$ cat src/rtl/accumulator_mc.sv
// Multi-channel unsigned accumulator: one shared add/sub unit, per-channel state,
// sticky over/underflow flags, optional saturation, registered single-cycle result.
module accumulator_mc #(
   parameter int WIDTH    = 8,
   parameter int DWIDTH   = 4,
   parameter int CH_W     = 2,
   parameter int SATURATE = 0
) (
   input  logic                   clk,
   input  logic                   rst,
   input  logic                   en,
   input  logic [CH_W-1:0]        ch,
   input  logic                   sub,
   input  logic                   load,
   input  logic                   clr,
   input  logic [DWIDTH-1:0]      d,
   output logic [WIDTH-1:0]       q,
   output logic [CH_W-1:0]        q_ch,
   output logic                   q_vld,
   output logic [(2**CH_W)-1:0]   ovf
);

   localparam int CHANNELS = 2**CH_W;

   logic [WIDTH-1:0]    acc_reg [CHANNELS];
   logic [WIDTH-1:0]    cur_acc;
   logic [WIDTH:0]      d_ext;
   logic [WIDTH:0]      wide;
   logic [WIDTH-1:0]    acc_next;
   logic                ovf_bit_next;
   logic                op;
   logic [CHANNELS-1:0] wr_sel;

   assign op      = en | load | clr;
   assign cur_acc = acc_reg[ch];
   assign d_ext   = {{(WIDTH+1-DWIDTH){1'b0}}, d};

   // The extra top bit is the carry for an add and the borrow for a subtract.
   assign wide = sub ? ({1'b0, cur_acc} - d_ext) : ({1'b0, cur_acc} + d_ext);

   always_comb begin
      acc_next     = cur_acc;
      ovf_bit_next = ovf[ch];
      if (clr) begin
         acc_next     = '0;
         ovf_bit_next = 1'b0;
      end else if (load) begin
         acc_next     = d_ext[WIDTH-1:0];
         ovf_bit_next = 1'b0;
      end else if (en) begin
         acc_next = wide[WIDTH-1:0];
         if (wide[WIDTH]) begin
            ovf_bit_next = 1'b1;
            if (SATURATE != 0)
               acc_next = sub ? '0 : '1;
         end
      end
   end

   generate
      for (genvar gi = 0; gi < CHANNELS; gi++) begin : g_sel
         assign wr_sel[gi] = op && (ch == CH_W'(gi));
      end
   endgenerate

   always_ff @(posedge clk) begin
      if (rst) begin
         for (int i = 0; i < CHANNELS; i++)
            acc_reg[i] <= '0;
         ovf   <= '0;
         q     <= '0;
         q_ch  <= '0;
         q_vld <= 1'b0;
      end else begin
         for (int i = 0; i < CHANNELS; i++) begin
            if (wr_sel[i]) begin
               acc_reg[i] <= acc_next;
               ovf[i]     <= ovf_bit_next;
            end
         end
         q_vld <= op;
         if (op) begin
            q    <= acc_next;
            q_ch <= ch;
         end
      end
   end

endmodule

$ cat config.mk
export PLATFORM = sky130hd
export DESIGN_NAME = accumulator_mc
export DESIGN_NICKNAME = d
export VERILOG_FILES = /design/src/rtl/accumulator_mc.sv
export SDC_FILE = /design/constraint.sdc
export NUM_CORES = 1
export LEC_CHECK = 0
export ABC_CLOCK_PERIOD_IN_PS = 3700
export CAP_MARGIN = 20
export CORE_MARGIN = 3
export CORE_UTILIZATION = 55
export DETAILED_ROUTE_END_ITERATION = 16
export PLACE_DENSITY = 0.77
export SYNTH_ARGS = -nofsm -noshare
export SYNTH_HDL_FRONTEND = slang
export SYNTH_SLANG_ARGS = --single-unit
$ cat constraint.sdc
create_clock -name clk -period 3.7 [get_ports clk]
set_input_delay 0.925 -clock clk [delete_from_list [all_inputs] [get_ports clk]]
set_output_delay 0.925 -clock clk [all_outputs]
set_load 0.01 [all_outputs]
==> reports/qor.yml <==
worstPathMaxFanout: 9
floorplan_die_width_um: 76.1
gpl.final_weighted_congestion: 0.870
cts_htree_levels: 2
worst-endpoint-required_ns: 3.82
final-hold-violation-count: 0
row_count: 24
worst_path_max_delay_cell: "clkdlybuf4s50_1"
worst_clock_skew_ns: 0.00656
cts_setup_buffers: 0
synth_warn: 0
outcome: "complete, no violations"
timing.final.crit_share: 0.960
clock_insertion_delay_worst_skew_ns: 0.30
timing.hold.worst.class: "reg2reg"
clock-root-buffer: "clkbuf_8"
grt_first_pass_wirelength_mm: 9.74
1st_pass_router_iterations: 5
finish.net_count: 320
synth.top_cell.area_share: 0.356
placed_area_sq_um: 3190
grt_util_all_layers: 0.208
drc_marker_count_from_the_first_detailed_route_iteration: 199
finalSetupViolations: 0
highest_attainable_clock_frequency_mhz: 282
timing_max_transition_violations_final: 0
cts_tree: "yes"
setup_ws_ns: 0.148
number_of_antenna_violations_at_the_first_check_in_global_routing: 0
drc: 0
cts.sinks: 47
sequential_area_share_after_synthesis: 0.467
final_cell_area_sq_um: 3290
count_leader_synth: "nor2_1"
number_of_buffers_added_on_ports: 26
power_density_nw_per_um2: 377
die_footprint_sq_um: 5790
cellLeakagePower_nw: 1.27
fp.coreArea_sq_um: 4530
post_route_antenna_net_violation_count: 0
synthTopCellsByArea: "edfxtp_1 36%, dfxtp_1 11%, mux4_2 7.5%"
cts_max_path_buffers: 2
synth_cell_type_count: 60
n_antenna_cell: 0
fp.dieH_um: 76.1
synth_seq_cells: 47
synth_flop_cell: "edfxtp_1"
crit_path_end_kind: "flop"
crit_family: "buffers and inverters"
initial_core_util: 0.595
syn_area_per_cell_sq_um: 10.7
max_slew.worst_pin.slew_ns: 0.948
max-cap-violations: 0
drive_above_1_share: 0.185
clk_pin_slew_worst_paths_ns: 0.09
synthToLayoutAreaGrowth_pct: 21.8
ir_drop_mv: 0.280
post_cts_hold_buffer_count: 0
pre_cts_ws_ns: -0.217
timing.critical_path.arrival_ns: 3.67
max_stage_delay_ns: 0.52
synth-edff-count: 32
detailed_place_hpwl_mm: 4.43
wl_per_cell_um: 16.3
timing.critical_path.buf_inv: 4
via_count_of_the_first_global_routing_pass: 2002
synth_commonest_cells: "37 x nor2_1, 32 x edfxtp_1, 15 x dfxtp_1, 13 x inv_1, 13 x nand2_1"
pin_count: 27
pin_count_of_the_biggest_net_entering_global_routing: 18
crit_chain: "clkdlybuf4s50_1 > buf_12 > mux4_2 > inv_1 > ha_1 > fa_1 > nor2b_1 > o31a_1 > o21ai_2 > a21boi_1 > buf_4 > nor4_1"
postRouteWirelength_mm: 5.93
postSynth.asyncResetShare: 0
grt_setup_unrepaired: "false"
timing.final.crit_period_ns: 3.55
syn_inst: 252
syn_area_sq_um: 2700
synth_largest_area_cell: "edfxtp_1"
synth.net_count: 275
fillCellCount: 326
slew-limit-headroom: 0.367
overflow: 0
max_reg_flops: 32
vias: 2133
timing.setup.critical_path_class: "in2reg"
type_of_element_launching_the_critical_path: "input port"
cts_buffers: 5
vias_per_cell: 5.88
## cells in the final DEF, fill, tap and decap left out, types with 4 or more instances in the layout
master	instances
nor3_1	9
buf_4	24
a21o_1	5
inv_1	13
a211oi_1	5
mux4_2	9
nor2b_1	8
ha_1	10
clkdlybuf4s50_1	26
a21oi_1	10
and2_1	4
nand2_1	13
nor2_1	37
clkbuf_8	5
edfxtp_1	32
o21bai_1	4
o22ai_1	4
dfxtp_1	15
## layout make-up
type	instances	area, sq um	share of cell area
multi-input cells	177	1320	0.402
repair buffers	52	480	0.146
clock buffers	5	68.8	0.0209
clock inverters	3	22.5	0.00685
flip-flops and latches	47	1260	0.383
well taps	65	81.3	0.0247
inverters	14	52.6	0.0160
## final timing paths
path	from	end	slack (ns)	cells after the start
worst min-delay path	q_ch[1]	q_ch[1]	0.46	2
worst min register to register	q_ch[1]	q_ch[1]	0.46	2
worst max register to register	acc_reg[2][0]	acc_reg[1][6]	1.10	10
worst max-delay path	ch[0]	acc_reg[1][6]	0.15	12
## power breakdown
part	switching (mW)	total [mW]	leakage [nW]	internal (mW)
combinational	0.168	0.324	0.758	0.156
sequential	0.00833	0.597	0.463	0.589
clock	0.182	0.319	0.0489	0.137
## cells by family (layout without fill, tap and decap cells)
logic type | count (synthesis) | after routing | share of synthesized area
AOI/OAI and AO/OA | 53 | 53 | 0.147
xor gates and xnor gates | 3 | 3 | 0.00973
adders and majority gates | 11 | 11 | 0.0538
buffers and inverters | 28 | 74 | 0.0463
DFF | 47 | 47 | 0.467
muxes | 12 | 12 | 0.0867
and+or+nand+nor | 98 | 98 | 0.189
## repair_timing
item / 4_1_cts / 5_1_grt
resized for setup: 0 / 2
setup endpoints to repair: 0 / 3
endpoints found under the hold margin: 0 / 0
## metrics by stage
step | util | hold WS [ns] | setup TNS [ns] | total power, mW | cells
6_report | 0.725 | 0.461 | 0 | 1.24 | 363
5_1_grt | 0.725 | 0.493 | 0 | 1.30 | 363
4_1_cts | 0.724 | 0.467 | 0 | 1.24 | 363
3_5_place_dp | 0.703 | 0.451 | -2.72 | 0.927 | 355
3_3_place_gp | 0.703 | 0.443 | -1.04 | 0.921 | 355
2_1_floorplan | - | 0.476 | 0 | 0.804 | 252
## tightest hold or removal path: cells and delay by family (launching register included)
family	cells	cell delay, ns
flops	1	0.32
simple gates	1	0.05
compound gates	1	0.05
## per-layer routing
metal  vias to the layer above  wire (um)  global-route usage
li1                       1024          -                   -
met1                      1010       2640               0.293
met2                        86       2750               0.327
met3                        13        421              0.0402
met4                         0        110              0.0670
met5                         -          0                   0
(Power assumes the default switching activity.)
